==> src/rtl/fb_scanout.sv <==
// Framebuffer scan-out: upscales a small RGB565 framebuffer onto the active video area,
// with solid, checkerboard and gradient test modes and timing delayed to match the read latency.
module fb_scanout #(
   parameter int unsigned FB_WIDTH     = 320,
   parameter int unsigned FB_HEIGHT    = 180,
   parameter int unsigned SCALE_SHIFT  = 2,
   parameter int unsigned BRAM_LATENCY = 2,
   parameter int unsigned H_ACTIVE     = 1280,
   parameter int unsigned V_ACTIVE     = 720,
   parameter int unsigned CHECK_SHIFT  = 5
) (
   input  logic                                      clk_in,
   input  logic                                      rst_in,
   input  logic [10:0]                               hcount_in,
   input  logic [9:0]                                vcount_in,
   input  logic                                      ad_in,
   input  logic                                      hs_in,
   input  logic                                      vs_in,
   input  logic                                      nf_in,
   input  logic [1:0]                                mode_in,
   input  logic [15:0]                               solid_color_in,
   output logic [$clog2(FB_WIDTH*FB_HEIGHT)-1:0]     fb_addr_out,
   input  logic [15:0]                               fb_data_in,
   output logic [7:0]                                red_out,
   output logic [7:0]                                green_out,
   output logic [7:0]                                blue_out,
   output logic                                      ad_out,
   output logic                                      hs_out,
   output logic                                      vs_out,
   output logic [1:0]                                mode_out
);

   localparam int unsigned AW = $clog2(FB_WIDTH*FB_HEIGHT);
   localparam int unsigned BL = BRAM_LATENCY;

   function automatic logic [23:0] expand565(input logic [15:0] c);
      return {c[15:11], c[15:13], c[10:5], c[10:9], c[4:0], c[4:2]};
   endfunction

   logic [10:0]   col_c;
   logic [9:0]    row_c;
   logic          in_range_c;
   logic          vis_c;
   logic [1:0]    eff_mode_c;
   logic [23:0]   pat_c;
   logic [AW-1:0] row_base;
   logic [1:0]    mode_q;

   logic [BL:0]   vis_p;
   logic [BL:0]   ad_p;
   logic [BL:0]   hs_p;
   logic [BL:0]   vs_p;
   logic [1:0]    mode_p [0:BL];
   logic [23:0]   pat_p  [0:BL];

   // Sample decode: scaled coordinates, visibility, effective mode and pattern colour.
   always_comb begin
      col_c      = hcount_in >> SCALE_SHIFT;
      row_c      = vcount_in >> SCALE_SHIFT;
      in_range_c = (hcount_in < 11'(H_ACTIVE)) && (vcount_in < 10'(V_ACTIVE)) &&
                   (col_c < 11'(FB_WIDTH)) && (row_c < 10'(FB_HEIGHT));
      vis_c      = ad_in && in_range_c;
      eff_mode_c = nf_in ? mode_in : mode_q;
      pat_c      = '0;
      case (eff_mode_c)
         2'd1:    pat_c = expand565(solid_color_in);
         2'd2:    pat_c = (hcount_in[CHECK_SHIFT] ^ vcount_in[CHECK_SHIFT]) ? 24'hFF_FFFF : 24'h00_0000;
         2'd3:    pat_c = {hcount_in[7:0], vcount_in[7:0], 8'h00};
         default: pat_c = '0;
      endcase
   end

   // Address generation; row_base steps one framebuffer row after the last replicated line.
   always_ff @(posedge clk_in) begin
      if (!rst_in) begin
         fb_addr_out <= '0;
         row_base    <= '0;
         mode_q      <= 2'd0;
      end else begin
         fb_addr_out <= in_range_c ? row_base + AW'(col_c) : '0;
         mode_q      <= eff_mode_c;
         if (vcount_in >= 10'(V_ACTIVE)) begin
            row_base <= '0;
         end else if ((hcount_in == 11'(H_ACTIVE)) && (&vcount_in[SCALE_SHIFT-1:0])) begin
            row_base <= row_base + AW'(FB_WIDTH);
         end
      end
   end

   // Side-band delay line covering the address register plus the framebuffer read.
   always_ff @(posedge clk_in) begin
      if (!rst_in) begin
         vis_p <= '0;
         ad_p  <= '0;
         hs_p  <= '0;
         vs_p  <= '0;
         for (int i = 0; i <= int'(BL); i++) begin
            mode_p[i] <= 2'd0;
            pat_p[i]  <= 24'd0;
         end
      end else begin
         vis_p     <= {vis_p[BL-1:0], vis_c};
         ad_p      <= {ad_p[BL-1:0], ad_in};
         hs_p      <= {hs_p[BL-1:0], hs_in};
         vs_p      <= {vs_p[BL-1:0], vs_in};
         mode_p[0] <= eff_mode_c;
         pat_p[0]  <= pat_c;
         for (int i = 1; i <= int'(BL); i++) begin
            mode_p[i] <= mode_p[i-1];
            pat_p[i]  <= pat_p[i-1];
         end
      end
   end

   // Output stage: merges framebuffer data with the delayed pattern and timing.
   always_ff @(posedge clk_in) begin
      if (!rst_in) begin
         {red_out, green_out, blue_out} <= 24'd0;
         ad_out <= 1'b0;
         hs_out <= 1'b0;
         vs_out <= 1'b0;
      end else begin
         ad_out <= ad_p[BL];
         hs_out <= hs_p[BL];
         vs_out <= vs_p[BL];
         if (!vis_p[BL]) begin
            {red_out, green_out, blue_out} <= 24'd0;
         end else if (mode_p[BL] == 2'd0) begin
            {red_out, green_out, blue_out} <= expand565(fb_data_in);
         end else begin
            {red_out, green_out, blue_out} <= pat_p[BL];
         end
      end
   end

   assign mode_out = mode_q;

endmodule

==> config.mk <==
export PLATFORM = sky130hd
export DESIGN_NAME = fb_scanout
export DESIGN_NICKNAME = d
export VERILOG_FILES = /design/src/rtl/fb_scanout.sv
export SDC_FILE = /design/constraint.sdc
export NUM_CORES = 1
export LEC_CHECK = 0
export BUFFER_PORTS_ARGS = -buffer_cell sky130_fd_sc_hd__buf_2
export CORE_MARGIN = 4
export CORE_UTILIZATION = 50
export DETAILED_ROUTE_END_ITERATION = 8
export GPL_ROUTABILITY_DRIVEN = 1
export GPL_TIMING_DRIVEN = 0
export PLACE_DENSITY = 0.75
export SLEW_MARGIN = 0
export SYNTH_ARGS = -nofsm -noshare
export SYNTH_HDL_FRONTEND = slang
export SYNTH_SLANG_ARGS = --single-unit
==> constraint.sdc <==
create_clock -name clk_in -period 3 [get_ports clk_in]
set_input_delay 0.3 -clock clk_in [delete_from_list [all_inputs] [get_ports clk_in]]
set_output_delay 0.3 -clock clk_in [all_outputs]
set_load 0.01 [all_outputs]
==> results of run 1 <==
[synth_stat cells (all sizes together) (2+ instances only)]
| library cell | count |
|---|---|
| inv | 3 |
| buf | 10 |
| nand2 | 76 |
| dfxtp | 131 |
| o21a | 15 |
| clkbuf | 17 |
| and3 | 10 |
| o21ai | 12 |
| nor2 | 12 |
| nand3 | 2 |
| nor2b | 5 |
| or4 | 5 |
| o211ai | 2 |
| or3 | 5 |
| xor2 | 5 |
| o31ai | 4 |
| ha | 4 |
| mux2i | 4 |
| and2 | 62 |
| a21oi | 55 |
[power by group through the flow]
stage / registers (W) / logic [W] / clock network, W
2_1_floorplan: 0.00184 / 0.000120 / 0
3_3_place_gp: 0.00184 / 0.000210 / 0
3_5_place_dp: 0.00184 / 0.000215 / 0
4_1_cts: 0.00181 / 0.000220 / 0.00196
5_1_grt: 0.00181 / 0.000244 / 0.00204
6_report: 0.00181 / 0.000218 / 0.00192
[stage by stage]
step,util (%),hold WS [ns],area (sq um),cells
after global routing,67.4,0.0189,5650,696
after CTS,67.4,0.0108,5650,696
final,67.4,0.0354,5650,696
after detailed placement,60.4,0.418,5060,662
after global placement,60.4,0.412,5060,662
after floorplan,-,0.412,4410,453
[tightest hold or removal path: stages]
cell and delay, ns:
buf_2 0.10, nand2_1 0.05, a21oi_1 0.05
[per-layer routing]
metal / track usage [%] / vias to the layer above
li1: - / 1752
met1: 22.9 / 1519
met2: 32.5 / 125
met3: 6.08 / 4
met4: 7.37 / 0
met5: 0 / -
[cells by family (layout without fill, tap and decap cells)]
| group | after synthesis | in the layout | synth area share [%] |
|---|---|---|---|
| muxes | 5 | 5 | 1.16 |
| and+or+nand+nor | 186 | 186 | 22.0 |
| DFF | 131 | 131 | 59.5 |
| buffers and inverters | 30 | 168 | 3.07 |
| adders and majority gates | 5 | 5 | 1.59 |
| AOI/OAI and AO/OA | 91 | 91 | 11.7 |
| xor gates and xnor gates | 5 | 5 | 0.994 |
[how the worst min path moves through the flow]
stage                            startpoint                 endpoint  slack [ns]  cells after the start
finish                        fb_data_in[7]  green_out[4]$_SDFF_PN0_        0.04                      3
global route                  fb_data_in[1]   blue_out[4]$_SDFF_PN0_        0.02                      3
CTS                          fb_data_in[11]    red_out[3]$_SDFF_PN0_        0.01                      3
floorplan                ad_p[2]$_SDFF_PN0_        ad_out$_SDFF_PN0_        0.41                      1
global placement        vis_p[0]$_SDFF_PN0_      vis_p[1]$_SDFF_PN0_        0.41                      1
detailed placement  pat_p[0][33]$_SDFF_PN0_  pat_p[0][57]$_SDFF_PN0_        0.42                      1
[area by class of cell]
type / instances / area [sq um] / share of cell area [%]
inverter: 3 / 11.3 / 0.199
clock inverter: 13 / 134 / 2.37
clock buffer: 18 / 428 / 7.57
timing repair buffer: 107 / 551 / 9.74
tap: 105 / 131 / 2.33
buffer: 27 / 124 / 2.19
sequential: 131 / 2620 / 46.4
multi-input combinational: 292 / 1650 / 29.2
[flip-flops by register name, summed over array words and instances, names as in the netlist]
register,count
mode_out,1
pat_p,63
ad_out,1
vis_p,3
ad_p,3
hs_p,3
blue_out,5
hs_out,1
vs_p,3
row_base,10
fb_addr_out,16
red_out,8
green_out,8
vs_out,1
mode_p,5
[repair_timing]
item	in CTS	in global routing
hold buffers	3	0
endpoints found under the hold margin	3	0
setup endpoints to repair	0	0
==> results.sh, run 1 <==
export IMPL_synth_edff_count=0
export IMPL_final_cell_mix="131 x dfxtp_1, 107 x buf_2, 76 x nand2_1"
export IMPL_p_leak_nw=2.55
export IMPL_finalPower_w=0.00394
export IMPL_combPwrFrac_pct=5.5
export IMPL_wl_met3_um=780
export IMPL_wl_per_cell_um=13.7
export IMPL_vdd_ir_drop_worst_v=0.000376
export IMPL_hold_class="in -> reg"
export IMPL_powerDensity_nw_per_um2=698
export IMPL_tritoncts="built"
export IMPL_clk_latency_ns=0.51
export IMPL_reg2reg_from="row_base[6]$_SDFFE_PP0P_"
export IMPL_synth_top_area_share_pct=59.5
export IMPL_fin_crit_sh_pct=61.2
export IMPL_grt_overflow_total=0
export IMPL_nFillCells=681
export IMPL_ys_ff_latch=131
export IMPL_place_congestion=0.845
export IMPL_internal_power_w=0.00308
export IMPL_wl_met1_mm=4.13
export IMPL_grt_pass1_vias=3304
export IMPL_wirelength_mm=9.52
export IMPL_core_area_sq_um=8380
export IMPL_cp_num_cells=7
export IMPL_syn2layout_area_growth_pct=28.2
export IMPL_p_sw_share_pct=21.8
export IMPL_viasPerCell=4.89
export IMPL_final_setup_viol_count=0
export IMPL_end_kind="flip-flop"
export IMPL_setup_ws_ns=1.16
export IMPL_numCtsBuffers=17
export IMPL_die_h_um=102
export IMPL_cp_startpoint="row_base[6]$_SDFFE_PP0P_"
export IMPL_syn_inst=453
export IMPL_fmax_ghz=0.545
export IMPL_start_util_pct=52.6
export IMPL_post_place_ws_ns=1.04
export IMPL_endpoint="fb_addr_out[10]$_SDFF_PN0_"
export IMPL_syn_area_sq_um=4410
export IMPL_hpwl_mm=6.96
export IMPL_ios=106
export IMPL_critPathArrivalTime_ns=2.23
export IMPL_cts_resized=0
export IMPL_ant_nets=0
export IMPL_grt_max_degree=17
export IMPL_finalHoldViolCount=0
export IMPL_drv_slew=0
export IMPL_p_clk_share_pct=48.7
export IMPL_maxCapViolations=0
export IMPL_crit_required_ns=3.39
export IMPL_slew_headroom_pct=60.8
export IMPL_cp_buffers_inverters=1
export IMPL_yosys_warnings=0
export IMPL_r2r_cells=7
export IMPL_synth_nets=519
export IMPL_critPathTopFamily="adder cells"
export IMPL_timing_rr_end="fb_addr_out[10]$_SDFF_PN0_"
export IMPL_met2_wirelength_mm=4.56
export IMPL_seq_area_frac_synth_pct=59.5
export IMPL_track_usage_pct=19.2
export IMPL_netSwitchingPower_w=0.000861
export IMPL_drive_above_1_share_pct=24.9
export IMPL_critPathKind="reg -> reg"
export IMPL_synth_top_flop_cell="dfxtp_1"
export IMPL_syn_avg_cell_area_sq_um=9.73
export IMPL_r2r_slack_ns=1.16
export IMPL_cts_buffer_depth=2
export IMPL_grt_antenna_before_repair=0
export IMPL_start_kind="flip-flop"
export IMPL_fin_tns_setup_ns=0
export IMPL_worst_pin_slew_ns=0.588
export IMPL_max_stage_delay_ns=0.42
export IMPL_synth_cell_types=37
export IMPL_vias=3400
export IMPL_fin_skew_ns=0.00958
export IMPL_clkTransAtPathRegs_ns=0.06
export IMPL_cts_root_buffer="clkbuf_8"
export IMPL_layout_commonest_cell="dfxtp_1"
export IMPL_htreeDepth=4
export IMPL_drt_iter0_markers=75
export IMPL_cp_max_fo=4
export IMPL_drc=0
export IMPL_dieArea_sq_um=10400
export IMPL_status="finished clean"
export IMPL_port_buffers=104
export IMPL_min_period_ns=1.84
export IMPL_top_layer_used="met4"
export IMPL_cp_slowest_cell="dfxtp_1"
export IMPL_cts_sink_count=131
export IMPL_die_x_um=102
export IMPL_cts_setup_buffers=0
export IMPL_rows=33
export IMPL_rsz0062_at_grt="no"
export IMPL_synthTopCellsByArea="dfxtp_1 60%, and2_1 8.8%, nand2_1 6.5%"
export IMPL_drt_first_pass_iters=4
export IMPL_fin_nets=645
export IMPL_synth_top_area_cell="dfxtp_1"
export IMPL_diodes=0
export IMPL_path_cells="ha_1 -> inv_1 -> fa_1 -> nor2b_1 -> o21ai_0 -> xor2_1 -> nor2_1"
export IMPL_grt_pass1_wl_mm=15.3
export IMPL_ys_async_sr_fraction_pct=0
export IMPL_seq_power_share_pct=45.8
No activity file was read; power rests on OpenSTA's default activity.
==> run 2, diff against run 1 <==
==> constraint.sdc (replaced) <==
create_clock -name clk_in -period 1.8 [get_ports clk_in]
set_input_delay 0.18 -clock clk_in [delete_from_list [all_inputs] [get_ports clk_in]]
set_output_delay 0.18 -clock clk_in [all_outputs]
set_load 0.01 [all_outputs]
==> run 2 against run 1 <==
Effect of this change:
- worst setup slack worse by 1.0 ns
- wire length is 5.2% higher
- core utilization is 3.4 points higher
- critical path type unchanged
- critical endpoint is now fb_addr_out[14]$_SDFF_PN0_
- largest cell class unchanged
==> results.sh, run 2 (synthesis results as in run 1) <==
export IMPL_status="finished clean"
export IMPL_fmax_ghz=0.595
export IMPL_crit_required_ns=2.20
export IMPL_nFillCells=633
export IMPL_start_kind="flip-flop"
export IMPL_wl_per_cell_um=13.9
export IMPL_vdd_ir_drop_worst_v=0.000627
export IMPL_worst_pin_slew_ns=0.578
export IMPL_fin_tns_setup_ns=0
export IMPL_hold_class="in -> reg"
export IMPL_post_place_ws_ns=-0.0440
export IMPL_min_period_ns=1.68
export IMPL_largest_register="pat_p"
export IMPL_cts_root_buffer="clkbuf_8"
export IMPL_rsz0062_at_grt="no"
export IMPL_placement_cell_area_sq_um=5060
export IMPL_core_area_sq_um=8380
export IMPL_cp_slowest_cell="fa_1"
export IMPL_layout_commonest_cell="dfxtp_1"
export IMPL_ant_nets=0
export IMPL_cp_buffers_inverters=1
export IMPL_viasPerCell=4.85
export IMPL_critPathTopFamily="adder cells"
export IMPL_fin_nets=672
export IMPL_grt_overflow_total=0
export IMPL_met2_wirelength_mm=4.90
export IMPL_clkTransAtPathRegs_ns=0.06
export IMPL_fin_skew_ns=0.00813
export IMPL_wirelength_mm=10.0
export IMPL_track_usage_pct=20.2
export IMPL_fin_cells=723
export IMPL_end_kind="flip-flop"
export IMPL_grt_pass1_vias=3508
export IMPL_grt_antenna_before_repair=0
export IMPL_place_congestion=0.845
export IMPL_setup_ws_ns=0.118
export IMPL_powerDensity_nw_per_um2=1120
export IMPL_slew_headroom_pct=61.5
export IMPL_drt_iter0_markers=103
export IMPL_cts_buffer_depth=2
export IMPL_drive_above_1_share_pct=24.4
export IMPL_die_h_um=102
export IMPL_syn2layout_area_growth_pct=34.6
export IMPL_cts_sink_count=131
export IMPL_numCtsBuffers=17
export IMPL_rows=33
export IMPL_ios=106
export IMPL_grt_max_degree=17
export IMPL_final_cell_area_sq_um=5930
export IMPL_p_leak_nw=2.67
export IMPL_maxCapViolations=0
export IMPL_die_x_um=102
export IMPL_place_inst=662
export IMPL_htreeDepth=4
export IMPL_hpwl_mm=6.96
export IMPL_top_layer_used="met4"
export IMPL_start_util_pct=52.6
export IMPL_tritoncts="built"
export IMPL_final_cell_mix="130 x dfxtp_1, 107 x buf_2, 76 x nand2_1"
export IMPL_fin_crit_sh_pct=93.4
export IMPL_drv_slew=0
export IMPL_max_stage_delay_ns=0.39
export IMPL_reg_top3="pat_p x63, fb_addr_out x16, row_base x10"
export IMPL_dieArea_sq_um=10400
export IMPL_critPathKind="reg -> reg"
export IMPL_grt_pass1_wl_mm=16.1
export IMPL_drt_first_pass_iters=4
export IMPL_clk_latency_ns=0.52
export IMPL_port_buffers=104
export IMPL_diodes=0
export IMPL_wl_met1_mm=4.29
export IMPL_final_setup_viol_count=0
export IMPL_wl_met3_um=681
export IMPL_drc=0
export IMPL_critPathArrivalTime_ns=2.08
export IMPL_cp_max_fo=4
export IMPL_vias=3505
export IMPL_largest_register_ff_count=63
export IMPL_path_cells="ha_1 -> inv_1 -> fa_1 -> nor2b_2 -> o211ai_1 -> xor2_1 -> nor2_1"
export IMPL_finalHoldViolCount=0
[run 2: final timing paths]
kind,startpoint,endpoint,slack [ns],depth (start not counted)
worst max-delay path,row_base[6]$_SDFFE_PP0P_,fb_addr_out[14]$_SDFF_PN0_,0.12,7
worst min-delay path,hcount_in[8],fb_addr_out[6]$_SDFF_PN0_,0.05,3
worst max register to register,row_base[6]$_SDFFE_PP0P_,fb_addr_out[14]$_SDFF_PN0_,0.12,7
worst min register to register,pat_p[0][21]$_SDFF_PN0_,pat_p[0][45]$_SDFF_PN0_,0.43,1
[run 2: routing by layer]
metal  up-vias  global-route usage [%]
met5         -                       0
met4         0                    7.16
met3        16                    5.94
met2       121                    35.7
met1      1563                    23.3
li1       1805                       -
[run 2: area by class of cell]
class | instances | area (sq um) | area share, %
Sequential cell | 131 | 2620 | 44.2
Multi-Input combinational cell | 292 | 1660 | 27.9
Timing Repair Buffer | 135 | 828 | 14.0
Inverter | 3 | 11.3 | 0.190
Clock inverter | 13 | 134 | 2.26
Tap cell | 105 | 131 | 2.21
Clock buffer | 18 | 428 | 7.21
Buffer | 26 | 120 | 2.02
[run 2: where the power goes]
| group | switching, W | internal, W |
|---|---|---|
| Sequential | 0.0000214 | 0.00299 |
| Combinational | 0.000214 | 0.000195 |
| Clock | 0.00122 | 0.00199 |
[run 2: worst register-to-register path, cell delays in order (launching register included)]
cell and delay, ns:
dfxtp_2 0.37, ha_1 0.18, inv_1 0.05, fa_1 0.39, nor2b_2 0.20, o211ai_1 0.13
xor2_1 0.19, nor2_1 0.05
[run 2: repair_timing]
action                                  in CTS  in global routing
pin swaps                                    0                  1
hold endpoints to repair                    36                  0
hold buffers                                30                  0
gates resized for setup                      1                  2
buffers inserted                             0                  1
endpoints found under the setup margin       2                 14
[run 2: stage by stage]
step | power [W] | hold WS (ns) | util, %
final | 0.00663 | 0.0450 | 70.8
after detailed placement | 0.00343 | 0.394 | 60.4
after CTS | 0.00668 | 0.0306 | 70.7
after global routing | 0.00688 | 0.0394 | 70.8
after floorplan | 0.00327 | 0.307 | -
after global placement | 0.00342 | 0.387 | 60.4
